## config.mk

```make
export PLATFORM = sky130hd
export DESIGN_NAME = priority_encoder_n
export DESIGN_NICKNAME = d
export VERILOG_FILES = /design/src/rtl/priority_encoder_n.sv
export SDC_FILE = /design/constraint.sdc
export NUM_CORES = 1
export LEC_CHECK = 0
export BUFFER_PORTS_ARGS = -buffer_cell sky130_fd_sc_hd__buf_2
export CORE_UTILIZATION = 51
export CTS_BUF_LIST = sky130_fd_sc_hd__clkbuf_8
export CTS_CLUSTER_DIAMETER = 100
export CTS_CLUSTER_SIZE = 16
export DETAILED_ROUTE_END_ITERATION = 6
export PLACE_DENSITY = 0.84
export RECOVER_POWER = 50
export SYNTH_ARGS = -nofsm -noshare
export SYNTH_HDL_FRONTEND = slang
export SYNTH_SLANG_ARGS = --single-unit
export TNS_END_PERCENT = 20
```

## constraint.sdc

```tcl
create_clock -name clk -period 2.9 [get_ports clk]
set_input_delay 0.29 -clock clk [delete_from_list [all_inputs] [get_ports clk]]
set_output_delay 0.29 -clock clk [all_outputs]
set_load 0.005 [all_outputs]
```

## src/rtl/priority_encoder_n.sv

```systemverilog
// priority_encoder_n: registered N-input priority encoder with sticky request
// capture, a valid/ready output slot and fixed-priority or round-robin selection.
//
// Handshake: out_valid says encoded_out/grant_onehot name a pending channel.
// A transfer happens on a rising edge where out_valid and out_ready are both
// high. While out_valid is high and out_ready is low, the presented index is
// frozen, and a newer request cannot preempt it. out_valid never depends
// combinationally on out_ready.
module priority_encoder_n #(
    parameter int N       = 8,
    parameter int RR_MODE = 0,
    localparam int IDX_W  = $clog2(N)
) (
    input  logic             clk,
    input  logic             rst,
    input  logic [N-1:0]     req_in,
    input  logic             out_ready,
    output logic             out_valid,
    output logic [IDX_W-1:0] encoded_out,
    output logic [N-1:0]     grant_onehot,
    output logic [N-1:0]     pending,
    output logic             busy
);

    logic [N-1:0]     pending_q, pending_d;
    logic             valid_q, valid_d;
    logic [IDX_W-1:0] idx_q, idx_d;
    logic [IDX_W-1:0] ptr_q, ptr_d;

    logic             acc;
    logic [N-1:0]     grant_oh;
    logic [N-1:0]     clr_mask;
    logic [N-1:0]     cand;
    logic [IDX_W-1:0] sel;
    logic [IDX_W-1:0] sel_fix, sel_lo, sel_hi;
    logic             hit_hi;

    assign acc      = valid_q & out_ready;
    assign clr_mask = acc ? grant_oh : '0;
    // Only already-captured requests compete; a request arriving this cycle
    // waits one cycle before it can be selected.
    assign cand     = pending_q & ~clr_mask;

    // Decode the registered index into a one-hot grant, zero when idle.
    always_comb begin
        grant_oh = '0;
        for (int i = 0; i < N; i++) begin
            if (valid_q && (idx_q == IDX_W'(i))) begin
                grant_oh[i] = 1'b1;
            end
        end
    end

    // Pick the winner: highest index (fixed) or first index at/after ptr (RR).
    always_comb begin
        sel_fix = '0;
        sel_lo  = '0;
        sel_hi  = '0;
        hit_hi  = 1'b0;
        // Ascending scan: the last hit is the highest set index.
        for (int i = 0; i < N; i++) begin
            if (cand[i]) begin
                sel_fix = IDX_W'(i);
            end
        end
        // Descending scan: the last hit is the lowest set index overall (wrap
        // fallback) and the lowest set index at or above the pointer.
        for (int i = N - 1; i >= 0; i--) begin
            if (cand[i]) begin
                sel_lo = IDX_W'(i);
                if (IDX_W'(i) >= ptr_q) begin
                    sel_hi = IDX_W'(i);
                    hit_hi = 1'b1;
                end
            end
        end
        if (RR_MODE != 0) begin
            sel = hit_hi ? sel_hi : sel_lo;
        end else begin
            sel = sel_fix;
        end
    end

    // Next-state: sticky pending (set wins), output slot reload, RR pointer.
    always_comb begin
        pending_d = (pending_q & ~clr_mask) | req_in;
        valid_d   = valid_q;
        idx_d     = idx_q;
        ptr_d     = ptr_q;
        // The slot reloads only when empty or being emptied this edge.
        if (!valid_q || acc) begin
            if (|cand) begin
                valid_d = 1'b1;
                idx_d   = sel;
            end else begin
                valid_d = 1'b0;
            end
        end
        // The pointer moves just past the accepted channel, wrapping at N.
        if ((RR_MODE != 0) && acc) begin
            if (idx_q == IDX_W'(N - 1)) begin
                ptr_d = '0;
            end else begin
                ptr_d = idx_q + 1'b1;
            end
        end
    end

    // State registers with asynchronous clear.
    always_ff @(posedge clk or posedge rst) begin
        if (rst) begin
            pending_q <= '0;
            valid_q   <= 1'b0;
            idx_q     <= '0;
            ptr_q     <= '0;
        end else begin
            pending_q <= pending_d;
            valid_q   <= valid_d;
            idx_q     <= idx_d;
            ptr_q     <= ptr_d;
        end
    end

    assign out_valid    = valid_q;
    assign encoded_out  = idx_q;
    assign grant_onehot = grant_oh;
    assign pending      = pending_q;
    assign busy         = (|pending_q) | valid_q;

endmodule

```

* Word level (Yosys, flattened, before mapping)
Index checks and enable logic that the tools add are counted.
** Operators by class
- Equal/unequal tests :: 7
- Reductions and logical operators :: 14
- Bitwise logic cells :: 5
- Muxes and demuxes :: 17
** Operators by type and width (number)
- $mux W3 :: 6
- $reduce_or A8 Y1 :: 2
- $eq A3 B3 Y1 const B :: 4
- $mux W1 :: 10
- $and A8 B8 Y8 :: 1
- $logic_and A1 B1 Y1 :: 8
- $mux W8 :: 1
- $not A8 Y8 :: 1
- $or A8 B8 Y8 :: 1
- $eq A3 B2 Y1 const B :: 2
- $eq A3 B1 Y1 const B :: 1
- $logic_not A3 Y1 :: 1
- $reduce_and A2 Y1 :: 1
- $and A1 B1 Y1 :: 1
- $logic_not A1 Y1 :: 1
- $logic_or A1 B1 Y1 :: 1
- $or A1 B1 Y1 :: 1
** Storage, ports and cells
- Logic and storage cells :: 46
- Flip-flop bits (word level) :: 12
- Output and inout bits :: 21

* Longest topological paths before layout
- Depth in word-level cells :: 13
- Mapped depth :: 6
- Mapped depth without buffers :: 5

* Worst setup path after synthesis
OpenSTA, ideal clock, no wires.
- Path kind :: flip-flop to flip-flop
- Start :: register idx_q[0] (netlist: encoded_out[0])
- End :: register idx_q[0] (netlist: encoded_out[0])
- Buffers on the path :: 1
- Arrival :: 1857 ps
- Data required time :: 2775 ps
- Slack :: 918 ps
- Cell stages (with the launch flop) :: 7
- Period minus slack after synthesis :: 1982 ps
- Cells stage by stage :: dfrtp_1 > or3b_1 > buf_6 > nor3_4 > o311ai_2 > o31ai_2 > mux2_2
** On the way
- Longest elaborated chain between the ends :: 13
- Elaborated cells on any way between the ends :: 36
- Classes of those cells :: eq/ne: 7; mux: 16; bitwise: 2; reduce/logical: 11
** RTL lines
- from (decl) :: line 27 : logic [IDX_W-1:0] idx_q, idx_d;
- from (signal assigned) :: line 119 : idx_q <= idx_d;
- $eq A3 B1 Y1 :: line 48 : if (valid_q && (idx_q == IDX_W'(i))) begin
- $logic_and A1 B1 Y1 :: line 48
- $mux W1 :: line 48
- $mux W8 * :: line 39 : assign clr_mask = acc ? grant_oh : '0;
- $not A8 Y8 * :: line 42 : assign cand = pending_q & ~clr_mask;
- $and A8 B8 Y8 * :: line 42
- $mux W1 :: line 62 : if (cand[i]) begin
- $mux W3 (6 in series) :: line 62
Mark *: on every way between the ends. The rest lies on a longest branch, timed or not.
A chain may end at the register's enable or synchronous reset.

* Final worst setup path
- Start :: register idx_q[1] (netlist: encoded_out[1])
- End :: register idx_q[0] (netlist: encoded_out[0])
The elaborated chain is that of the path after synthesis.

==> impl_metrics.yaml <==
synth:
  synth_xor_area_frac: 0
  synth_cells: 76
  synth_cell_types: 27
  syn_area_sq_um: 693
  synth_top_area_frac: 0.433
  syn_nets: 87
  synth.area.top_cells: "dfrtp_1, nand2b_1, o21ai_0"
  ys_seq_area_frac: 0.433
  synthSimpleGateAreaFrac: 0.310
  synth_warnings: 0
  synthMuxAreaShare: 0.0162
  synth_top_family_by_area: "simple AND/OR/NAND/NOR gates"
  ys_ff_latch: 12
  synth_fa_ha_area_frac: 0
  synth.largest_area_cell: "dfrtp_1"
  synth_compound_area_frac: 0.186
  syn_avg_cell_area_sq_um: 9.12
placement:
  globalplace.congestion: 0.934
  placedCellCount: 119
  dp_hpwl_mm: 1.17
  port-buffer-count: 31
flow_run:
  maxCapViolations: 0
worst_setup_path:
  slowest_delay_ns: 0.46
  cp_data_required_time_ns: 3.02
  cp_cell_sequence: "nand2_1 > o21ai_0 > o311ai_2 > o31ai_2 > mux2_2"
  criticalPathCategory: "flip-flop to flip-flop"
  path_max_fanout: 9
  crit_path_start_kind: "flip-flop"
  slowest_stage: "dfrtp_1"
  endpoint_kind: "flip-flop"
  crit_arrival_ns: 2.25
die:
  ioPinCount: 32
  core_sq_mm: 0.00119
  fp.dieH_um: 38.9
  die_area_sq_mm: 0.00151
  start_util: 0.584
  die_w_um: 38.9
  rows: 12
clock_tree:
  cts_setup_buffers: 0
  cts_tree: "built"
  hold_buffers: 0
  cts_max_level: 1
  clock_latency_ns: 0.23
  clk_pin_slew_ns: 0.05
  cts_resized: 0
  cts_buffers: 3
  cts.path.max_buffers: 2
  cts_root_buf: "clkbuf_8"
  cts.sinks: 12
grt:
  grt.total_usage: 0.238
  grt_antenna_before_repair: 0
  grt_pass1_vias: 559
  grt_start_max_net_pins: 13
  overflow: 0
  grt_pass1_wl_mm: 2.37
sta:
  min_period_ns: 2.14
  finalHoldViolCount: 0
  setup_viol: 0
  timing.fmax_mhz: 468
  rsz0062_at_grt: "false"
  hold_ws_ns: 0.0538
  skew_ns: 0.00104
  fin_setup_tns_ns: 0
  timing.final.crit_share: 0.737
  final_max_slew_viol_count: 0
  relSlewSlack: 0.681
  worstMarginPinSlew_ns: 0.473
layout:
  post-route-util: 0.745
  area_delta_synth_final_pct: 27.4
  layout_common_cells: "buf_2, dfrtp_1, nor2_1, nand2b_1, o21ai_0"
  drive_gt1_frac: 0.324
  final_cell_count_no_fill: 122
  final_common_cell: "buf_2"
  diodes: 0
  layout.nets: 121
drt:
  wl_per_cell_um: 12.6
  drc: 0
  routed_wl_mm: 1.54
  vias_per_cell: 5.60
  wl_met1_um: 643
  antenna_left: 0
  vias: 683
  top_layer_used: "met4"
  wl_met2_um: 729
  drt_iter0_drc: 34
  dr.pass1.iters: 4
  met3WireLength_um: 151
power:
  p_per_area_mw_per_mm2: 488
  vdd.ir_drop.worst_uv: 302
  leakagePower_nw: 0.381
  finalPower_mw: 0.431
status:
  outcome: "complete, no violations"
min_path:
  min_path_type: "input pin to asynchronous set/reset pin"
critical path, delay by kind of cell, from the launching register on:
| kind | cells | cell delay [ns] |
|---|---|---|
| compound gates | 3 | 0.98 |
| mux | 1 | 0.35 |
| flops | 1 | 0.46 |
| simple gates | 1 | 0.23 |
where the power goes:
group	switching, mW	internal [mW]
Combinational	0.0524	0.0403
Sequential	0.0168	0.180
Clock	0.0515	0.0907
through the flow:
stage / area, sq um / worst slack (ns)
2_1_floorplan: 693 / 0.918
3_3_place_gp: 847 / 0.812
3_5_place_dp: 847 / 0.782
4_1_cts: 888 / 0.769
5_1_grt: 883 / 0.580
6_report: 883 / 0.763
metal layers:
metal,up-vias,global-route usage
li1,335,-
met1,303,0.301
met2,43,0.388
met3,2,0.0347
met4,0,0.129
met5,-,0
state kept, by name, summed over array words and instances (netlist names):
| name | cells |
|---|---|
| pending | 8 |
| encoded_out | 3 |
| out_valid | 1 |
path summary, 6_finish.rpt:
path	from	end	slack (ns)	cells after the start
worst max-delay path	encoded_out[1]	encoded_out[0]	0.76	5
max in group asynchronous	rst	pending[1]	2.54	2
min in group clk	req_in[6]	pending[6]	0.24	2
worst min register to register	encoded_out[2]	encoded_out[2]	0.62	1
worst max register to register	encoded_out[1]	encoded_out[0]	0.76	5
worst min-delay path	rst	encoded_out[0]	0.05	2
cell usage after synthesis:
library cell,count
o31ai_1,1
nand3_1,2
o31ai_2,1
o21ai_0,8
o2bb2ai_1,2
nor3_4,1
buf_4,1
a21oi_1,1
nor2b_1,1
mux2_2,1
nor3_2,1
nand2b_1,9
inv_1,5
or4_1,1
nand2_1,6
o21a_1,2
nor4_1,2
a31oi_1,1
buf_6,1
or3b_1,1
or2b_1,1
o221ai_1,1
o311ai_2,1
dfrtp_1,12
nor2_1,10
nand3b_1,2
nor3_1,1
kinds of logic (layout without fill, tap and decap cells):
family                 Yosys count  in the layout
AOI/OAI and AO/OA               18             18
buffers and inverters            7             39
DFF                             12             12
muxes                            1              1
and+or+nand+nor                 38             38
layout make-up:
type,count,area (sq um)
sequential,12,300
tap,14,17.5
timing repair buffer,31,150
inverter,5,18.8
multi-input combinational,57,355
clock buffer,3,41.3
fill,89,303
(Power assumes the default switching activity.)
